--- config.mk ---
export PLATFORM = sky130hd
export DESIGN_NAME = wb_ctrl_fsm_flat
export DESIGN_NICKNAME = d
export VERILOG_FILES = /design/src/rtl/wb_ctrl_fsm_if.sv /design/src/rtl/wb_ctrl_fsm.sv /design/src/flat_wrapper.sv
export SDC_FILE = /design/constraint.sdc
export NUM_CORES = 1
export LEC_CHECK = 0
export BUFFER_PORTS_ARGS = -buffer_cell sky130_fd_sc_hd__buf_2
export CAP_MARGIN = 5
export CORE_UTILIZATION = 50
export CTS_BUF_LIST = sky130_fd_sc_hd__clkbuf_16
export DETAILED_ROUTE_END_ITERATION = 16
export GPL_TIMING_DRIVEN = 0
export PLACE_DENSITY = 0.9
export SYNTH_ARGS = -nofsm -noshare
export SYNTH_HDL_FRONTEND = slang
export SYNTH_SLANG_ARGS = --single-unit
--- constraint.sdc ---
create_clock -name clk -period 2.2 [get_ports clk]
set_clock_uncertainty 0.1 [all_clocks]
set_input_delay 0.55 -clock clk [delete_from_list [all_inputs] [get_ports clk]]
set_output_delay 0.55 -clock clk [all_outputs]
set_load 0.01 [all_outputs]
--- src/rtl/wb_ctrl_fsm_if.sv ---
// rtl/wb_ctrl_fsm_if.sv - request/acknowledge memory port of the write-back control sequencer
interface wb_ctrl_fsm_if #(
  parameter int N  = 8,
  parameter int AW = 5
);
  logic          mem_req;
  logic          mem_we;
  logic [AW-1:0] mem_addr;
  logic          mem_ack;
  logic [N-1:0]  mem_rdata;

  modport master (output mem_req, mem_we, mem_addr, input mem_ack, mem_rdata);
  modport slave  (input mem_req, mem_we, mem_addr, output mem_ack, mem_rdata);
endinterface

--- src/rtl/wb_ctrl_fsm.sv ---
// rtl/wb_ctrl_fsm.sv - fetch/decode/mem/write-back sequencer driving the write-back mux select
// Optional single-step fetch gating: define WB_CTRL_STEP_EN to add the step input.
module wb_ctrl_fsm #(
  parameter int N  = 8,
  parameter int AW = 5
) (
  input  logic          clk,
  input  logic          rst,
`ifdef WB_CTRL_STEP_EN
  input  logic          step,
`endif
  wb_ctrl_fsm_if.master mem,
  output logic [N-1:0]  ir,
  output logic [4:0]    imm5,
  output logic [1:0]    wb_sel,
  output logic          reg_we,
  output logic          alu_en,
  output logic [AW-1:0] pc,
  output logic          halted
);
  typedef enum logic [2:0] {S_FETCH, S_DECODE, S_MEM, S_WB, S_HALT} state_t;

  localparam logic [2:0] OP_NOP = 3'd0;
  localparam logic [2:0] OP_LDI = 3'd1;
  localparam logic [2:0] OP_CLR = 3'd2;
  localparam logic [2:0] OP_ADD = 3'd3;
  localparam logic [2:0] OP_LD  = 3'd4;
  localparam logic [2:0] OP_ST  = 3'd5;
  localparam logic [2:0] OP_JMP = 3'd6;

  state_t        state, state_next;
  logic [N-1:0]  ir_next;
  logic [AW-1:0] pc_next;
  logic [2:0]    op_next;
  logic          ack;

  logic          req_q, we_q;
  logic [AW-1:0] addr_q;
  logic          req_d, we_d, reg_we_d, alu_en_d, halted_d;
  logic [AW-1:0] addr_d;
  logic [1:0]    sel_d;

  assign imm5          = ir[4:0];
  assign mem.mem_req   = req_q;
  assign mem.mem_we    = we_q;
  assign mem.mem_addr  = addr_q;
  // An acknowledge only counts against a request that is actually on the bus.
  assign ack           = mem.mem_ack && req_q;
  assign op_next       = ir_next[7:5];

  always_ff @(posedge clk) begin
    if (rst) begin
      state  <= S_FETCH;
      ir     <= '0;
      pc     <= '0;
      req_q  <= 1'b0;
      we_q   <= 1'b0;
      addr_q <= '0;
      wb_sel <= 2'b00;
      reg_we <= 1'b0;
      alu_en <= 1'b0;
      halted <= 1'b0;
    end else begin
      state  <= state_next;
      ir     <= ir_next;
      pc     <= pc_next;
      req_q  <= req_d;
      we_q   <= we_d;
      addr_q <= addr_d;
      wb_sel <= sel_d;
      reg_we <= reg_we_d;
      alu_en <= alu_en_d;
      halted <= halted_d;
    end
  end

  always_comb begin
    state_next = state;
    ir_next    = ir;
    pc_next    = pc;
    case (state)
      S_FETCH: begin
        if (ack) begin
          ir_next    = mem.mem_rdata;
          pc_next    = pc + AW'(1);
          state_next = S_DECODE;
        end
      end
      S_DECODE: begin
        case (ir[7:5])
          OP_NOP:                 state_next = S_FETCH;
          OP_LDI, OP_CLR, OP_ADD: state_next = S_WB;
          OP_LD, OP_ST:           state_next = S_MEM;
          OP_JMP: begin
            pc_next    = AW'(ir[4:0]);
            state_next = S_FETCH;
          end
          default:                state_next = S_HALT;
        endcase
      end
      S_MEM: begin
        if (ack) state_next = (ir[7:5] == OP_LD) ? S_WB : S_FETCH;
      end
      S_WB:    state_next = S_FETCH;
      default: state_next = S_HALT;
    endcase
  end

  // Outputs are computed for the state being entered so they appear registered.
  always_comb begin
    req_d    = 1'b0;
    we_d     = 1'b0;
    addr_d   = pc_next;
    sel_d    = 2'b00;
    reg_we_d = 1'b0;
    alu_en_d = 1'b0;
    halted_d = 1'b0;
    case (state_next)
      S_FETCH: begin
`ifdef WB_CTRL_STEP_EN
        req_d = (state == S_FETCH) && (req_q || step);
`else
        req_d = 1'b1;
`endif
      end
      S_DECODE: alu_en_d = (op_next == OP_ADD);
      S_MEM: begin
        req_d  = 1'b1;
        we_d   = (op_next == OP_ST);
        addr_d = AW'(ir_next[4:0]);
      end
      S_WB: begin
        reg_we_d = 1'b1;
        case (op_next)
          OP_LDI:  sel_d = 2'b10;
          OP_CLR:  sel_d = 2'b01;
          OP_LD:   sel_d = 2'b11;
          default: sel_d = 2'b00;
        endcase
      end
      default: halted_d = 1'b1;
    endcase
  end
endmodule

--- src/flat_wrapper.sv ---
// flat-port wrapper written by rule: the top's interface ports become plain ports
module wb_ctrl_fsm_flat 
#(
  parameter int N  = 8,
  parameter int AW = 5
)
  (clk, rst, ir, imm5, wb_sel, reg_we, alu_en, pc, halted, mem_mem_req, mem_mem_we, mem_mem_addr, mem_mem_ack, mem_mem_rdata);
  wb_ctrl_fsm_if #(.N(N), .AW(AW)) mem_i ();
  input  logic clk;
  input  logic rst;
  output logic [N-1:0] ir;
  output logic [4:0] imm5;
  output logic [1:0] wb_sel;
  output logic reg_we;
  output logic alu_en;
  output logic [AW-1:0] pc;
  output logic halted;
  output wire logic [$bits(mem_i.mem_req)-1:0] mem_mem_req;
  output wire logic [$bits(mem_i.mem_we)-1:0] mem_mem_we;
  output wire logic [$bits(mem_i.mem_addr)-1:0] mem_mem_addr;
  input wire logic [$bits(mem_i.mem_ack)-1:0] mem_mem_ack;
  input wire logic [$bits(mem_i.mem_rdata)-1:0] mem_mem_rdata;
  assign mem_mem_req = mem_i.mem_req;
  assign mem_mem_we = mem_i.mem_we;
  assign mem_mem_addr = mem_i.mem_addr;
  assign mem_i.mem_ack = mem_mem_ack;
  assign mem_i.mem_rdata = mem_mem_rdata;
  wb_ctrl_fsm #(.N(N), .AW(AW)) u_core (.clk(clk), .rst(rst), .mem(mem_i), .ir(ir), .imm5(imm5), .wb_sel(wb_sel), .reg_we(reg_we), .alu_en(alu_en), .pc(pc), .halted(halted));
endmodule
# After elaboration in Yosys (flattened, before gate mapping)
# Cells that the tools add are included.
op_classes:
  addsub: 1
  eq_ne: 17
  muxes: 15
  bitwise_logic: 3
  n_reduce_logical: 12
op_table:
  columns: ["operator", "n"]
  rows:
  - ["3-bit by 2-bit equality test with 1-bit output, second input constant", 8]
  - ["8-bit two-way mux", 2]
  - ["3-bit equality test, second input constant", 5]
  - ["5-bit two-way mux", 3]
  - ["3-bit by 1-bit equality test with 1-bit output, second input constant", 4]
  - ["3-bit case mux with 4 select lines", 1]
  - ["2-bit OR reduction", 6]
  - ["5-bit case mux with 2 select lines", 1]
  - ["3-bit zero test", 3]
  - ["3-bit case mux with 3 select lines", 1]
  - ["3-bit two-way mux", 2]
  - ["2-bit case mux with 3 select lines", 1]
  - ["5-bit by 1-bit adder with 5-bit output, second input constant", 1]
  - ["4-bit OR reduction", 1]
  - ["1-bit two-way mux", 3]
  - ["1-bit NOT", 3]
  - ["3-bit OR reduction", 1]
  - ["2-bit two-way mux", 1]
  - ["1-bit logical AND", 1]
word_totals:
  regBits: 28
  input_bits: 11
  output_inout_bits: 30

# Logic depth before layout (Yosys ltp)
logic_depth:
  word_depth: 7
  depth_mapped: 6

# Worst setup path after synthesis
# OpenSTA, ideal clock, no wires.
synth_timing:
  kind: "input to register"
  from: "input port mem_mem_ack"
  to: "register u_core.we_q, in the netlist u_core.mem.mem_we"
  setup_time_ns: 0.087
  t_arrival_ns: 1.577
  required_time_ns: 2.013
  slack_ns: 0.436
  cell_stages: 4
  cell_sequence: "nand3b_1 > nor2_8 > mux2_2 > nor4b_2"
synth_between:
  elab_chain_len: 6
  elab_cells_between_ends: 10
  cone_classes: "eq/ne: 2; mux: 5; bitwise: 1; reduce/logical: 2"
synth_rtl:
  columns: ["element", "line_no", "source"]
  rows:
  - ["from (decl)", "flat_wrapper.sv:21", "input wire logic [$bits(mem_i.mem_ack)-1:0] mem_mem_ack;"]
  - ["1-bit logical AND (*)", "wb_ctrl_fsm.sv:48", "assign ack = mem.mem_ack && req_q;"]
  - ["3-bit two-way mux (on tied branches)", "wb_ctrl_fsm.sv:102, wb_ctrl_fsm.sv:83", null]
  - ["3-bit case mux with 4 select lines", "wb_ctrl_fsm.sv:81", "case (state)"]
  - ["3-bit by 2-bit equality test with 1-bit output", "wb_ctrl_fsm.sv:118", "case (state_next)"]
  - ["1-bit NOT (no line)", null, null]
  - ["2-bit OR reduction (no line)", null, null]
  - ["to (signal assigned)", "wb_ctrl_fsm.sv:68", "we_q <= we_d;"]
  - ["to (decl)", "wb_ctrl_fsm.sv:37", "logic req_q, we_q;"]
# Every way passes the cells marked *; elsewhere a longest branch is shown, timed or not.
# A chain may end at the register's enable or synchronous reset.

# Worst setup path after layout
layout_timing:
  from: "register u_core.state[2]"
  to: "register u_core.wb_sel[0]"
layout_between:
  elab_chain_len: 5
  elab_cells_between_ends: 15
  cone_classes: "eq/ne: 7; mux: 5; bitwise: 1; reduce/logical: 2"
layout_rtl:
  columns: ["element", "line_no", "source"]
  rows:
  - ["from (decl)", "wb_ctrl_fsm.sv:31", "state_t state, state_next;"]
  - ["from (signal assigned)", "wb_ctrl_fsm.sv:64", "state <= state_next;"]
  - ["3-bit by 2-bit equality test with 1-bit output, or another cell as far along", "wb_ctrl_fsm.sv:81", null]
  - ["3-bit case mux with 4 select lines", "wb_ctrl_fsm.sv:81", null]
  - ["3-bit by 2-bit equality test with 1-bit output", "wb_ctrl_fsm.sv:118", null]
  - ["1-bit NOT (no line)", null, null]
  - ["2-bit OR reduction (no line)", null, null]
  - ["to (signal assigned)", "wb_ctrl_fsm.sv:70", "wb_sel <= sel_d;"]
  - ["to (decl)", "wb_ctrl_fsm.sv:15", "output logic [1:0] wb_sel,"]
# Several ways; a longest one is shown, not always the timed one.

==> impl_metrics.toml <==
[outcome]
status = "complete, no violations"

[final_layout]
final_layout_size_suffix_gt1_frac = 0.319
areaGrowthSynthToFinish_pct = 24.5
multi_input_area_um2 = 684
nNetsFinal = 201
antennaDiodeCount = 0
layout.area.seq_um2 = 541
final_cell_mix = "buf_2 (42), dfxtp_1 (27), nor2_1 (22)"
final_common_cell = "buf_2"
nFillCells = 228

[clock_network]
post_cts_buffers = 0
htreeDepth = 1
root_buffer = "clkbuf_16"
cts-resized-gates = 0
cts_buffers = 3
clock_sinks = 27
clkLatencyLatePin_ns = 0.27
path_clk_slew_ns = 0.07
cts_tree = "yes"
cts_buffer_depth = 2
hold_buffers = 0

[timing]
relSlewSlack = 0.697
finalCritPeriodShare = 0.856
hold_viol_final = 0
report.final.slew_viol_count = 0
finalSetupTns_ns = 0
setup_violations = 0
period_needed_ns = 1.88
hold_ws_ns = 0.389
worst_pin_slew_ns = 0.441
rsz0062_at_grt = "false"
fmax_mhz = 531

[pwr]
combinationalPowerShare = 0.128
swShare = 0.253
ir_drop_mv = 0.508
power.switching_mw = 0.276
intPower_mw = 0.815
total_power_mw = 1.09
seqPwrFrac = 0.479
power_density_nw_per_um2 = 670
power_leakage_nw = 0.760
p_clk_frac = 0.393

[routing]
via_count = 1236
dr_wl_met3_um = 191
via_per_inst = 5.67
routedLengthMet1_um = 1270
ant_nets = 0
dr.max_layer_used = "met4"
drt-total-wl_um = 3050
drt_iter0_markers = 19
drc_errors = 0
wl_met2_um = 1550
wl_per_cell_um = 14.0
first_pass_iters = 4

[floorplan]
die_h_um = 53.2
start_util = 0.529
core_region_area_um2 = 2480
die_w_um = 53.2
num_rows = 18
io_pins = 41
die_area_um2 = 2830

[worst_setup_path]
r2r_end = "u_core.wb_sel[0]"
crit_family = "simple AND/OR/NAND/NOR gates"
crit_start = "u_core.state[2]"
crit_path_start_kind = "flip-flop"
cp.arrival_ns = 1.99
path_cells = "or2_1, buf_6, nor2_8, mux2i_1, and3_1"
rrSetupSlack_ns = 0.32
rr_worst_depth = 5
critPathKind = "flip-flop to flip-flop"
crit_end = "u_core.wb_sel[0]"
path_buf_inv = 1
crit_required_ns = 2.31
r2r-start = "u_core.state[2]"
cpPeakStageDelay_ns = 0.46
critPathSlowestCell = "mux2i_1"
critical_path_depth = 5
end_kind = "flip-flop"
worst-path-max-fanout = 9

[grt]
track_usage = 0.249
antenna_found_initial = 0
grt_max_degree = 17
grt_pass1_vias = 1118
grt_remaining_overflow = 0
grt_pass1_wl_um = 5020

[yosys]
synth_top_area_share = 0.413
synth_edf_count = 0
yosysWarnings = 0
async_flop_share = 0
synthCells = 144
ys_ff_latch = 27
yosysTopAreaCell = "dfxtp_1"
synth_ff_type = "dfxtp_1"
ys_seq_area_frac = 0.413
synth_area_um2 = 1310
synth.avg_cell_area_um2 = 9.10
synth_nets = 156
synth_area_leaders = "dfxtp_1 (41%), nor2_1 (6.3%), mux2i_1 (6.1%), a21oi_1 (3.1%), buf_4 (2.9%)"
synth_cell_type_count = 44

[placed_design]
place_hpwl_um = 2290
port_buffers = 40
globalplace.congestion = 0.889

[job]
drv_cap = 0

[hold_path]
hold_class = "primary input to flip-flop"
hp-start = "rst"
==> sequential cells by signal, indices dropped and copies added (netlist names) <==
register / cells
u_core.mem.mem_addr: 5
u_core.ir: 8
u_core.mem.mem_req: 1
u_core.alu_en: 1
u_core.reg_we: 1
u_core.mem.mem_we: 1
u_core.state: 3
u_core.pc: 5
u_core.wb_sel: 2
==> layer usage <==
layer / vias to the layer above / track usage
li1: 603 / -
met1: 578 / 0.288
met2: 50 / 0.451
met3: 5 / 0.0489
met4: 0 / 0.0789
met5: - / 0
==> worst min-delay path by stage <==
stage                     cells past startpoint  slack, ns      endpoint
after global routing                          2       0.40  u_core.ir[7]
after global placement                        2       0.39  u_core.pc[4]
after floorplan                               2       0.41  u_core.pc[4]
after CTS                                     2       0.39  u_core.ir[7]
final                                         2       0.39  u_core.ir[7]
after detailed placement                      2       0.42  u_core.pc[4]
==> cells in the mapped netlist, types with 2 or more instances <==
cell type,count
nor3b_1,3
buf_4,5
nand3b_1,2
mux2_2,2
mux2i_1,8
o21ai_0,7
nand2b_1,2
nor2_1,22
inv_1,3
clkbuf_1,3
nor3_1,6
dfxtp_1,27
a21oi_1,8
and3_1,4
nor2b_1,2
buf_2,2
a221oi_1,2
nand2_1,6
a211oi_1,3
and2_1,3
==> cells by family (layout without fill, tap and decap cells) <==
family	Yosys count	after routing	synth area share
AO/OA/AOI/OAI	31	31	0.170
adder cells (fa/ha/maj)	1	1	0.00955
buffers and inverters	15	59	0.0649
flip-flops	27	27	0.413
multiplexers	10	10	0.0783
AND/OR/NAND/NOR	60	60	0.265
==> final cells by class <==
type	instances	area share
plain buffers	11	0.0430
clock buffers	3	0.0460
clock inverters	1	0.00460
inverters	4	0.00921
multi-input cells	102	0.420
flip-flops and latches	27	0.332
well taps	30	0.0230
repair buffers	40	0.123
==> power by group through the flow <==
stage / Clock (mW) / Combinational, mW / Sequential [mW]
3_5_place_dp: 0 / 0.140 / 0.534
4_1_cts: 0.429 / 0.142 / 0.523
6_report: 0.429 / 0.140 / 0.523
5_1_grt: 0.451 / 0.155 / 0.526
2_1_floorplan: 0 / 0.0864 / 0.539
3_3_place_gp: 0 / 0.135 / 0.533
==> through the flow <==
stage | cells | util | instance area (µm²) | setup WS (ns)
finish | 218 | 0.658 | 1630 | 0.318
floorplan | 144 | - | 1310 | 0.436
CTS | 218 | 0.658 | 1630 | 0.289
global placement | 214 | 0.625 | 1550 | 0.128
global route | 218 | 0.658 | 1630 | 0.214
detailed placement | 214 | 0.625 | 1550 | 0.113
No activity file was read; power rests on OpenSTA's default activity.
